$ cat config.mk
export PLATFORM = sky130hd
export DESIGN_NAME = aes_pipe_ctrl
export DESIGN_NICKNAME = d
export VERILOG_FILES = /design/src/rtl/aes_pipe_ctrl.sv
export SDC_FILE = /design/constraint.sdc
export NUM_CORES = 1
export LEC_CHECK = 0
export ABC_AREA = 1
export BUFFER_PORTS_ARGS = -buffer_cell sky130_fd_sc_hd__clkbuf_2
export CORE_MARGIN = 2
export CORE_UTILIZATION = 46
export DETAILED_ROUTE_END_ITERATION = 6
export MAX_ROUTING_LAYER = met4
export PLACE_DENSITY = 0.74
export SLEW_MARGIN = 40
export SYNTH_ARGS = -nofsm -noshare
export SYNTH_HDL_FRONTEND = slang
export SYNTH_SLANG_ARGS = --single-unit
$ cat constraint.sdc
create_clock -name clk -period 1.9 [get_ports clk]
set_input_delay 0.285 -clock clk [delete_from_list [all_inputs] [get_ports clk]]
set_output_delay 0.285 -clock clk [all_outputs]
set_load 0.02 [all_outputs]
$ cat src/rtl/aes_pipe_ctrl.sv
// -----------------------------------------------------------------------------
// aes_pipe_ctrl
//
// Control plane for a fully pipelined AES datapath. Sequences the round-key
// load, admits plaintext blocks against an output-FIFO credit count, and
// carries a valid tag alongside every datapath register stage.
//
// Handshake: a block is accepted in any cycle where in_valid && in_ready.
// in_ready never depends on in_valid. The pipeline never stalls, so an
// accepted block leaves as out_valid exactly LATENCY cycles later; downstream
// returns one credit per out_pop.
//
// Ports
//   clk        single clock, rising edge
//   rst_n      asynchronous active-low reset
//   key_load   one-cycle request for a new key expansion
//   in_valid   upstream has a plaintext block
//   in_ready   block accepted this cycle when in_valid is also high
//   out_pop    downstream removed one FIFO entry (one credit back)
//   stage_vld  per-stage valid tags, bit 0 = first datapath stage
//   out_valid  ciphertext valid at datapath output (FIFO write enable)
//   rk_we      round-key register write enable
//   rk_idx     round-key index written while rk_we is high
//   key_ready  a complete key schedule is loaded
//   busy       expanding/draining, or any block in flight
//   state_dbg  current FSM state (IDLE=0, KEYEXP=1, RUN=2, DRAIN=3)
// -----------------------------------------------------------------------------
module aes_pipe_ctrl #(
    parameter int LATENCY = 31,
    parameter int NR      = 10,
    parameter int CREDITS = 4
) (
    input  logic               clk,
    input  logic               rst_n,
    input  logic               key_load,
    input  logic               in_valid,
    output logic               in_ready,
    input  logic               out_pop,
    output logic [LATENCY-1:0] stage_vld,
    output logic               out_valid,
    output logic               rk_we,
    output logic [3:0]         rk_idx,
    output logic               key_ready,
    output logic               busy,
    output logic [1:0]         state_dbg
);

    localparam int          CW       = $clog2(CREDITS + 1);
    localparam logic [3:0]  LAST_IDX = 4'(NR);
    localparam logic [CW-1:0] CRED_MAX = CW'(CREDITS);

    typedef enum logic [1:0] {
        S_IDLE   = 2'd0,
        S_KEYEXP = 2'd1,
        S_RUN    = 2'd2,
        S_DRAIN  = 2'd3
    } state_t;

    state_t        state;
    state_t        state_next;
    logic [3:0]    idx_q;
    logic [3:0]    idx_next;
    logic          key_ready_next;
    logic [CW-1:0] credit_cnt;
    logic [CW-1:0] credit_next;
    logic          accept;

    // Next-state and Moore/Mealy outputs.
    always_comb begin
        state_next     = state;
        idx_next       = idx_q;
        key_ready_next = key_ready;
        in_ready       = 1'b0;
        rk_we          = 1'b0;
        case (state)
            S_IDLE: begin
                if (key_load) begin
                    state_next     = S_KEYEXP;
                    idx_next       = 4'd0;
                    key_ready_next = 1'b0;
                end
            end
            S_KEYEXP: begin
                rk_we = 1'b1;
                if (idx_q == LAST_IDX) begin
                    // Index holds at NR after the schedule completes.
                    state_next     = S_RUN;
                    key_ready_next = 1'b1;
                end else begin
                    idx_next = idx_q + 4'd1;
                end
            end
            S_RUN: begin
                // A key_load cycle is never an accept cycle, so nothing new
                // enters the pipe once the reload decision is taken.
                in_ready = (credit_cnt != '0) && !key_load;
                if (key_load) begin
                    if (|stage_vld) begin
                        state_next = S_DRAIN;
                    end else begin
                        state_next     = S_KEYEXP;
                        idx_next       = 4'd0;
                        key_ready_next = 1'b0;
                    end
                end
            end
            S_DRAIN: begin
                // Nothing enters during DRAIN, so once only the last stage
                // can still hold a block the pipe is empty next cycle and
                // KEYEXP starts right after the final out_valid.
                if (stage_vld[LATENCY-2:0] == '0) begin
                    state_next     = S_KEYEXP;
                    idx_next       = 4'd0;
                    key_ready_next = 1'b0;
                end
            end
            default: begin
                state_next = S_IDLE;
            end
        endcase
    end

    assign accept = in_valid && in_ready;

    // Credit bookkeeping: simultaneous accept and pop cancel; pops beyond
    // the full count are dropped.
    always_comb begin
        credit_next = credit_cnt;
        if (accept && !out_pop) begin
            credit_next = credit_cnt - CW'(1);
        end else if (!accept && out_pop && (credit_cnt != CRED_MAX)) begin
            credit_next = credit_cnt + CW'(1);
        end
    end

    always_ff @(posedge clk or negedge rst_n) begin
        if (!rst_n) begin
            state      <= S_IDLE;
            idx_q      <= 4'd0;
            key_ready  <= 1'b0;
            credit_cnt <= CRED_MAX;
            stage_vld  <= '0;
        end else begin
            state      <= state_next;
            idx_q      <= idx_next;
            key_ready  <= key_ready_next;
            credit_cnt <= credit_next;
            stage_vld  <= {stage_vld[LATENCY-2:0], accept};
        end
    end

    assign out_valid = stage_vld[LATENCY-1];
    assign rk_idx    = idx_q;
    assign busy      = (state == S_KEYEXP) || (state == S_DRAIN) || (|stage_vld);
    assign state_dbg = state;

endmodule

* Yosys cells after proc, flatten, opt, wreduce, memory -nomap -nowiden
Cells that the tools add are included.
** Word-level totals
- Latch bits :: 0
- Word-level logic and storage cells :: 59
- RAM bits :: 0
- Memories kept :: 0
- Output and inout port bits :: 42
- Input bits :: 5
- ROM bits :: 0
- Bits in registers :: 41
** Operators by class
- Multiply operators :: 0
- Reductions and logical operators :: 18
- Multiplexer cells :: 22
- Order comparisons :: 0
- Shifts and indexed selects :: 0
- Bitwise gates (word level) :: 0
- Add/subtract/negate cells :: 3
- Eq/ne operators :: 11
- Divide/modulo/power cells :: 0
** Operators with widths (count)
- 31-bit OR reduction :: 1
- 30-bit logical NOT :: 1
- 4-bit 2-to-1 mux :: 5
- 4-bit case mux with 4 select lines :: 1
- 2-bit != test (second input constant) :: 6
- 2-bit 2-to-1 mux :: 5
- 5-bit AND reduction :: 2
- 2-bit case mux with 4 select lines :: 1
- 1-bit 2-to-1 mux :: 7
- 3-bit 2-to-1 mux :: 2
- 1-bit logical AND :: 5
- 4-bit by 1-bit adder with 4-bit output (second input constant) :: 1
- 2-bit equality test (second input constant) :: 2
- 4-bit equality test (second input constant) :: 1
- 1-bit case mux with 4 select lines :: 1
- 4-bit AND reduction :: 1
- 3-bit by 1-bit adder with 3-bit output (second input constant) :: 1
- 1-bit logical NOT :: 3
- 3-bit != test (second input constant) :: 1
- 3-bit nonzero test :: 1
- 3-bit by 1-bit subtractor with 3-bit output (second input constant) :: 1
- 2-bit by 1-bit equality test with 1-bit output (second input constant) :: 1
- 2-bit logical NOT :: 1
- 1-bit logical OR :: 2
- 2-bit nonzero test :: 1

* Longest topological paths before layout
Gate-level depths: netlist of run 1.
- Word-level depth :: 9
- Mapped depth :: 10
- Mapped depth without buffers :: 10

* Worst setup path after synthesis of run 1
No wires, ideal clock.
- Path type :: reg2reg
- Start point :: register state[0], in the netlist state_dbg[0]
- End point :: register credit_cnt[2]
- Required time :: 1825 ps
- Setup slack :: -174 ps
- Period minus slack after synthesis :: 2074 ps
- Cell stages (with the launch flop) :: 11
- Arrival time :: 1999 ps
- Cell sequence :: dfrtp_1 inv_1 ha_1 nand2_1 nand3b_4 or2_4 fa_1 inv_1 nand2_1 nand2_1 xor2_1
** Between the ends
- Longest elaborated chain between the ends :: 7
- Elaborated cells on any way between the ends :: 9
** RTL lines
- start: declaration :: RTL line 59 : state_t state;
- start signal: assignment :: RTL line 144 : state <= state_next;
- 2-bit equality test * :: RTL line 75 : case (state)
- 1-bit 2-to-1 mux * :: RTL line 75
- 1-bit logical AND * :: RTL line 123 : assign accept = in_valid && in_ready;
- 1-bit logical NOT :: RTL line 131 : end else if (!accept && out_pop && (credit_cnt != CRED_MAX)) begin
- 1-bit logical AND (2 in series) :: RTL line 131
- 2-bit nonzero test (no source line)
- end signal: assignment :: RTL line 147 : credit_cnt <= credit_next;
- end: declaration :: RTL line 64 : logic [CW-1:0] credit_cnt;
Mark *: on every way between the ends. The rest lies on a longest branch, timed or not.
A chain may end at the register's enable or synchronous reset.

* Final worst setup path of run 1
Ends and elaborated chain as after synthesis.

==> flow_summary.yaml, run 1 <==
route:
  wl_per_cell_um: 11.1
  vias_per_cell: 4.59
  drt-total-wl_um: 2980
  first_iter_violations: 54
  dr.pass1.iters: 4
  vias: 1235
  ant_nets: 0
  drc_errors: 0
setup_path:
  path_cells: "inv_2 > ha_4 > nand2_4 > nand3b_4 > or2_4 > fa_2 > inv_2 > nand2_1 > nand2_1 > xor2_1"
  end_kind: "flip-flop"
  max_stage_delay_ps: 420
  critical-path-top-delay-family: "simple AND/OR/NAND/NOR gates"
  crit_arrival_ps: 2080
  r2r.worst_path.cells: 10
  rr_startpoint: "state_dbg[0]"
  r2r_slack_ps: 30
  worstReg2RegEnd: "credit_cnt[2]"
  worstSetupStartpointType: "flip-flop"
  slowest_stage: "dfrtp_2"
  critical_path_buf_inv_count: 2
  crit_path_max_fanout: 3
  path_class: "reg2reg"
  crit_required_ps: 2120
sta:
  worst_pin_slew_ps: 490
  setup_violations: 0
  slew_viol_final: 0
  hold_violations: 0
  period_share_pct: 98.3
  hold_slack_ps: 42.0
  timing.slew.headroom_pct: 67.4
  clock.fmax_mhz: 536
  setup_tns_ps: 0
  skew_ps: 8.70
  post-route-min-period_ps: 1870
  layout_setup_ws_ps: 32.8
  rsz0062_at_grt: "yes"
power:
  power.density_mw_per_mm2: 1330
  total_leakage_power_nw: 1.27
  vdd.ir_drop.worst_uv: 772
floorplanning:
  core_area_mm2: 0.00361
  initial_core_util_pct: 46.9
  rows: 22
  die_area_mm2: 0.00418
  boundaryPins: 47
  dieWidth_um: 64.6
  die_h_um: 64.6
placement:
  dp_cells: 252
  pre_cts_ws_ps: 47.9
  dp_hpwl_um: 2110
  gp_congestion: 0.838
  io_buffers: 46
  place_area_mm2: 0.00201
outcome:
  status: "finished clean"
clocking:
  cts-htree-levels: 2
  cts_root_buf: "clkbuf_8"
  cts_buffer_depth: 2
  cts_tree: "yes"
  ctsHoldBuffers: 0
  clk_latency_ps: 290
  clock-sinks: 41
  numCtsBuffers: 5
  path_clk_slew_ps: 80
synth:
  avgSynthCellArea_um2: 10.8
  synth.top_cell.area_share_pct: 59.2
  synth_most_common_cell: "dfrtp_1"
  ys_seq_elements: 41
  synth_edf_count: 0
  synthArstFlopShare_pct: 100
  synth_cell_types: 25
  synth_flop_cell: "dfrtp_1"
  synth_top_cell_by_area: "dfrtp_1"
  syn_nets: 169
  synth_area_mm2: 0.00169
  synthTopCellsByCount: "dfrtp_1, nand2_1, nor2_1"
  synthCells: 156
  synth-seq-area-share_pct: 60.7
  yosys_warnings: 0
  synthTopCellsByArea: "dfrtp_1, nand2_1, nor2_1"
grt:
  grt_pass1_vias: 1225
  grt-ovfl-total: 0
  grt.total_usage_pct: 16.7
  antenna_found_initial: 0
  grt_first_pass_wirelength_um: 5230
  grt_max_degree: 42
layout:
  drive_gt1_share_pct: 43.0
  n_fill_cell: 315
  synthToLayoutAreaGrowth_pct: 30.0
  nNetsFinal: 234
  post-route-cell-area_mm2: 0.00220
  final_cells: 269
  diodes: 0
job:
  maxCapViolCount: 0
worst_hold_path:
  worstHoldPathType: "in2async"
-- cell type report --
class,instances,area (um2),area share (%)
flip-flops and latches,41,1030,46.8
multi-input cells,97,626,28.4
repair buffers,59,330,15.0
clock buffers,6,82.6,3.75
inverters,17,63.8,2.90
well taps,48,60.1,2.73
clock inverters,1,7.51,0.341
-- worst max-delay path by stage --
| stage | from | end | slack, ps | cells past startpoint |
|---|---|---|---|---|
| after CTS | state_dbg[0] | credit_cnt[2] | 10 | 10 |
| after global placement | state_dbg[0] | credit_cnt[2] | 80 | 10 |
| after floorplan | state_dbg[0] | credit_cnt[2] | -3 | 10 |
| after detailed placement | state_dbg[0] | credit_cnt[2] | 50 | 10 |
| after global routing | state_dbg[0] | credit_cnt[2] | -100 | 10 |
| final | state_dbg[0] | credit_cnt[2] | 30 | 10 |
-- per-stage QoR --
stage / total power [W] / util (%)
after global placement: 0.00220 / 55.9
after detailed placement: 0.00221 / 55.9
after global routing: 0.00317 / 61.0
after floorplan: 0.00193 / -
after CTS: 0.00279 / 58.6
final: 0.00293 / 61.0
-- logic make-up after synthesis --
kind of cell / Yosys count / synth area share (%)
buffers and inverters: 18 / 4.22
and+or+nand+nor: 79 / 22.9
DFF: 41 / 60.7
adders and majority gates: 8 / 6.36
xor gates and xnor gates: 4 / 2.52
AOI/OAI and AO/OA: 6 / 3.33
-- flip-flops by register name, indices dropped and copies added (netlist names) --
name,cells
stage_vld,31
rk_idx,4
credit_cnt,3
state_dbg,2
key_ready,1
-- placed cells by master, fill, tap and decap left out, types with 2 or more instances in the layout --
cell type | synthesis | routed
nor2_1 | 27 | 25
o21ai_4 | 2 | 2
inv_1 | 16 | 13
nand2_2 | 5 | 5
nand2_4 | 1 | 2
nand3_1 | 5 | 5
nand2_1 | 28 | 27
xor2_1 | 2 | 2
dfrtp_1 | 40 | 38
ha_1 | 7 | 6
nor2_2 | 3 | 4
dfrtp_2 | 0 | 2
buf_4 | 1 | 14
nand4_1 | 6 | 6
clkbuf_2 | 0 | 45
clkbuf_8 | 0 | 6
o21ai_0 | 2 | 2
inv_2 | 1 | 4
-- layer usage --
| metal | track usage, % | share of wire [%] | vias to the layer above | wire (um) |
|---|---|---|---|---|
| met5 | - | 0 | - | 0 |
| met3 | 6.25 | 4.5 | 5 | 133 |
| li1 | - | - | 609 | - |
| met1 | 20.2 | 46 | 591 | 1370 |
| met4 | 3.19 | 0.80 | 0 | 24 |
| met2 | 27.2 | 49 | 30 | 1460 |
-- where the power goes --
group	internal (W)	total (W)	switching, W
logic	0.000506	0.00125	0.000739
registers	0.00101	0.00111	0.000106
clock network	0.000287	0.000572	0.000285
total	0.00180	0.00293	0.00113
-- repair_timing --
item,in CTS,in global routing
setup endpoints to repair,1,2
pin swaps,1,9
buffers inserted,1,9
gates resized for setup,0,9
Power figures use the tool's default switching activity.
==> run 2, diff against run 1 <==
Settings changed: CORE_UTILIZATION 46 to 48, CTS_BUF_LIST set to sky130_fd_sc_hd__clkbuf_8, PLACE_DENSITY 0.74 to 0.77.
==> run 2 against run 1 <==
Compared with the run above: sequential share of layout area up 0.38 points; maximum frequency rose by 0.98%; critical endpoint unchanged; highest routed layer unchanged; first-iteration DRC count rose by 37%.
==> flow_summary.yaml, run 2 (synthesis results as in run 1) <==
sta:
  rsz0062_at_grt: "yes"
  period_share_pct: 97.3
  slew_viol_final: 0
  post-route-min-period_ps: 1850
  skew_ps: 7.30
  clock.fmax_mhz: 541
  hold_violations: 0
  setup_tns_ps: 0
  hold_slack_ps: 401
  timing.slew.headroom_pct: 80.4
  setup_violations: 0
  worst_pin_slew_ps: 293
grt:
  grt_max_degree: 42
  grt_first_pass_wirelength_um: 5720
  grt-ovfl-total: 0
  grt.total_usage_pct: 18.9
  grt_pass1_vias: 1218
  antenna_found_initial: 0
route:
  vias: 1224
  dr.pass1.iters: 4
  ant_nets: 0
  drc_errors: 0
  first_iter_violations: 74
  vias_per_cell: 4.62
  drt-total-wl_um: 3190
  wl_per_cell_um: 12.0
layout:
  nNetsFinal: 231
  final_cell_mix: "clkbuf_2, dfrtp_1, nor2_1"
  n_fill_cell: 293
  regMostFlops: "stage_vld"
  synthToLayoutAreaGrowth_pct: 29.0
  final_common_cell: "clkbuf_2"
  fin_util_pct: 64.9
  final_cells: 265
  diodes: 0
  largest_reg_flops: 31
  post-route-cell-area_mm2: 0.00218
  drive_gt1_share_pct: 42.0
clocking:
  cts_buffer_depth: 2
  numCtsBuffers: 5
  path_clk_slew_ps: 80
  clock-sinks: 41
  cts_root_buf: "clkbuf_8"
  cts_tree: "yes"
  cts-htree-levels: 2
  clk_latency_ps: 290
placement:
  gp_congestion: 0.796
  dp_cells: 249
  io_buffers: 46
  place_area_mm2: 0.00202
  dp_hpwl_um: 2290
floorplanning:
  core_area_mm2: 0.00336
  dieWidth_um: 63.4
  boundaryPins: 47
  rows: 21
  initial_core_util_pct: 50.3
  die_h_um: 63.4
  die_area_mm2: 0.00402
setup_path:
  worstSetupStartpointType: "flip-flop"
  rr_startpoint: "state_dbg[0]"
  crit_arrival_ps: 2060
  crit_required_ps: 2110
  end_kind: "flip-flop"
  crit_path_max_fanout: 2
  r2r.worst_path.cells: 10
  worstReg2RegEnd: "credit_cnt[2]"
  r2r_slack_ps: 50
  path_class: "reg2reg"
worst_hold_path:
  timing.hold.worst_path_depth: 0
  min_from: "stage_vld[11]"
  hold_end: "stage_vld[12]"
  worstHoldPathType: "reg2reg"
power:
  power.density_mw_per_mm2: 1310
  total_leakage_power_nw: 1.25
  vdd.ir_drop.worst_uv: 765
outcome:
  status: "finished clean"
job:
  maxCapViolCount: 0
[run 2: cell types whose count changed in the layout (fill, tap and decap cells not counted)]
cell and delta:
clkbuf_8 -1, nand2_2 +3, nand2_1 -2, nand2_4 -1, buf_12 +1, buf_4 -6, clkinvlp_4 +1, buf_2 +1
nor2_1 +1, inv_1 +1, dlygate4sd3_1 +1, nor2_2 -1
[run 2: layout make-up]
cell class	count	area (um2)	share of cell area [%]
clock buffers	5	68.8	3.15
clock inverters	3	18.8	0.860
inverters	17	63.8	2.92
multi-input cells	97	623	28.6
flip-flops and latches	41	1030	47.2
well taps	46	57.6	2.64
repair buffers	56	320	14.7
[run 2: how the worst max path moves through the flow]
| stage | slack [ps] | depth (start not counted) | start | end |
|---|---|---|---|---|
| after floorplan | -3 | 10 | state_dbg[0] | credit_cnt[2] |
| after detailed placement | -30 | 10 | state_dbg[0] | credit_cnt[2] |
| after global placement | 80 | 10 | state_dbg[0] | credit_cnt[2] |
| after global routing | -60 | 10 | state_dbg[0] | credit_cnt[2] |
| after CTS | 3 | 10 | state_dbg[0] | credit_cnt[2] |
| final | 50 | 10 | state_dbg[0] | credit_cnt[2] |
[run 2: metrics by stage]
| step | worst slack, ps | total power (W) |
|---|---|---|
| after floorplan | -2.72 | 0.00193 |
| after global placement | 79.6 | 0.00221 |
| after detailed placement | -27.9 | 0.00225 |
| after CTS | 2.57 | 0.00284 |
| after global routing | -61.2 | 0.00309 |
| final | 51.0 | 0.00285 |
[run 2: power breakdown]
part	switching, W	internal (W)
combinational	0.000760	0.000431
sequential	0.000108	0.00101
clock	0.000292	0.000253
[run 2: worst max-delay path: stages (launching register included)]
cell      delay, ps
dfrtp_2         410
inv_2            70
ha_4            130
nand2_2          50
nand3b_4        150
or2_4           240
fa_2            360
inv_2            60
nand2_2          50
nand2_2          80
xor2_1          160
[run 2: layer usage]
layer / vias to the layer above / wire length (um) / global-route usage, %
met4: 0 / 19 / 4.89
met3: 2 / 155 / 5.54
li1: 609 / - / -
met5: - / 0 / -
met2: 27 / 1560 / 28.8
met1: 586 / 1460 / 25.1
[run 2: timing repair]
item,in CTS,in global routing
buffers inserted,5,2
pin swaps,5,4
hold buffers,1,0
endpoints found under the setup margin,1,2
endpoints found under the hold margin,40,0
gates cloned,0,0
gates resized for setup,4,4
==> run 3, diff against run 2 <==
Settings changed: CORE_UTILIZATION 48 to 35, PLACE_DENSITY 0.77 to unset.
==> run 3 against run 2 <==
Compared with the run above: combinational power decreased by 4%; critical path type unchanged; utilization decreased by 18 points; first-iteration DRC count decreased by 36%; clock power increased by 23%; register-to-register slack got worse by 40 ps; largest power group unchanged; non-clock buffer count decreased by 3; global-route usage decreased by 5.3 points; design area about the same; via count decreased by 2.2%; critical path depth unchanged; total power increased by 2.3%.
==> flow_summary.yaml, run 3 (synthesis results as in run 1) <==
power:
  vdd.ir_drop.worst_uv: 551
  total_leakage_power_nw: 1.26
  power.density_mw_per_mm2: 1340
  power.total_w: 0.00292
clocking:
  cts_buffer_depth: 2
  numCtsBuffers: 5
  path_clk_slew_ps: 70
  clock-sinks: 41
  cts_tree: "yes"
  cts-htree-levels: 2
  cts_root_buf: "clkbuf_8"
  clk_latency_ps: 290
setup_path:
  worstSetupStartpointType: "flip-flop"
  worst-path-stages: 10
  max_stage_delay_ps: 410
  crit_required_ps: 2120
  r2r.worst_path.cells: 10
  critical-path-top-delay-family: "simple AND/OR/NAND/NOR gates"
  critical_path_buf_inv_count: 2
  end_kind: "flip-flop"
  crit_arrival_ps: 2110
  crit_path_max_fanout: 3
  slowest_stage: "dfrtp_2"
  path_class: "reg2reg"
  path_cells: "inv_2 > ha_4 > nand2_4 > nand3b_4 > or2_4 > fa_2 > inv_2 > nand2_1 > nand2_1 > xor2_1"
grt:
  grt-ovfl-total: 0
  antenna_found_initial: 0
  grt.total_usage_pct: 13.6
  grt_pass1_vias: 1142
  grt_max_degree: 25
  grt_first_pass_wirelength_um: 5270
layout:
  synthToLayoutAreaGrowth_pct: 29.1
  nNetsFinal: 228
  n_fill_cell: 460
  largest_reg_flops: 31
  drive_gt1_share_pct: 40.5
  diodes: 0
  final_cells: 269
  regMostFlops: "stage_vld"
  final_cell_mix: "clkbuf_2, dfrtp_1, nand2_1"
  final_common_cell: "clkbuf_2"
sta:
  period_share_pct: 99.5
  setup_violations: 0
  hold_violations: 0
  timing.slew.headroom_pct: 68.8
  rsz0062_at_grt: "yes"
  slew_viol_final: 0
  post-route-min-period_ps: 1890
  worst_pin_slew_ps: 468
  layout_setup_ws_ps: 10.3
  hold_slack_ps: 257
  clock.fmax_mhz: 529
  setup_tns_ps: 0
  skew_ps: 6.46
route:
  first_iter_violations: 47
  vias_per_cell: 4.45
  ant_nets: 0
  wl_per_cell_um: 11.6
  vias: 1197
  drt-total-wl_um: 3110
  dr.pass1.iters: 4
  drc_errors: 0
outcome:
  status: "finished clean"
floorplanning:
  die_area_mm2: 0.00541
  initial_core_util_pct: 36.1
  core_area_mm2: 0.00469
  dieWidth_um: 73.5
  rows: 25
  boundaryPins: 47
  die_h_um: 73.5
placement:
  gp_congestion: 0.868
  io_buffers: 46
  dp_cells: 258
  dp_hpwl_um: 2300
  pre_cts_ws_ps: 44.4
worst_hold_path:
  timing.hold.worst_path_depth: 3
  worstHoldPathType: "in2reg"
job:
  maxCapViolCount: 0
[run 3: cell count changes in the layout (fill, tap and decap cells not counted), sizes merged]
| cell | delta |
|---|---|
| buf | -3 |
| bufinv | +1 |
| clkinv | +1 |
| clkinvlp | -2 |
| inv | -1 |
[run 3: worst reg2reg max path, delay by kind of cell, from the launching register on]
family / cells / cell delay (ps)
xor gates and xnor gates: 1 / 150
adders and majority gates: 2 / 550
buffers and inverters: 2 / 130
DFF: 1 / 410
and+or+nand+nor: 5 / 580
[run 3: per-layer routing]
metal / share of wire [%] / track usage [%] / vias to the layer above
met5: 0 / - / -
met4: 0.83 / 4.85 / 0
met3: 5.1 / 5.49 / 4
met2: 49 / 19.6 / 28
met1: 46 / 17.4 / 568
li1: - / - / 597
[run 3: what timing repair did]
item                                    in CTS  in global routing
endpoints found under the hold margin       16                  0
resized for setup                            0                  6
endpoints found under the setup margin       0                  2
hold buffers                                 1                  0
setup buffers                                0                  3
[run 3: final timing paths]
path,start,endpoint,slack [ps]
max,state_dbg[0],credit_cnt[2],10
max in group asynchronous,rst_n,stage_vld[17],920
min reg2reg,stage_vld[2],stage_vld[3],400
min,in_valid,stage_vld[0],260
max reg2reg,state_dbg[0],credit_cnt[2],10
min in group asynchronous,rst_n,credit_cnt[1],500
[run 3: where the power goes]
group | internal [W] | total, W | switching [W]
Combinational | 0.000423 | 0.00114 | 0.000716
Sequential | 0.00101 | 0.00111 | 0.000101
Clock | 0.000382 | 0.000672 | 0.000290
[run 3: stage by stage]
step / cell area, um2 / util (%)
after floorplan: 1710 / -
after global placement: 2030 / 43.4
after detailed placement: 2030 / 43.4
after CTS: 2150 / 45.8
after global routing: 2180 / 46.5
final: 2180 / 46.5
[run 3: area by class of cell]
class / instances / area [um2] / area share [%]
clock buffer: 5 / 68.8 / 3.15
inverter: 17 / 63.8 / 2.92
clock inverter: 2 / 35.0 / 1.60
timing repair buffer: 53 / 298 / 13.6
multi-input combinational: 97 / 621 / 28.4
tap: 54 / 67.6 / 3.09
sequential: 41 / 1030 / 47.2
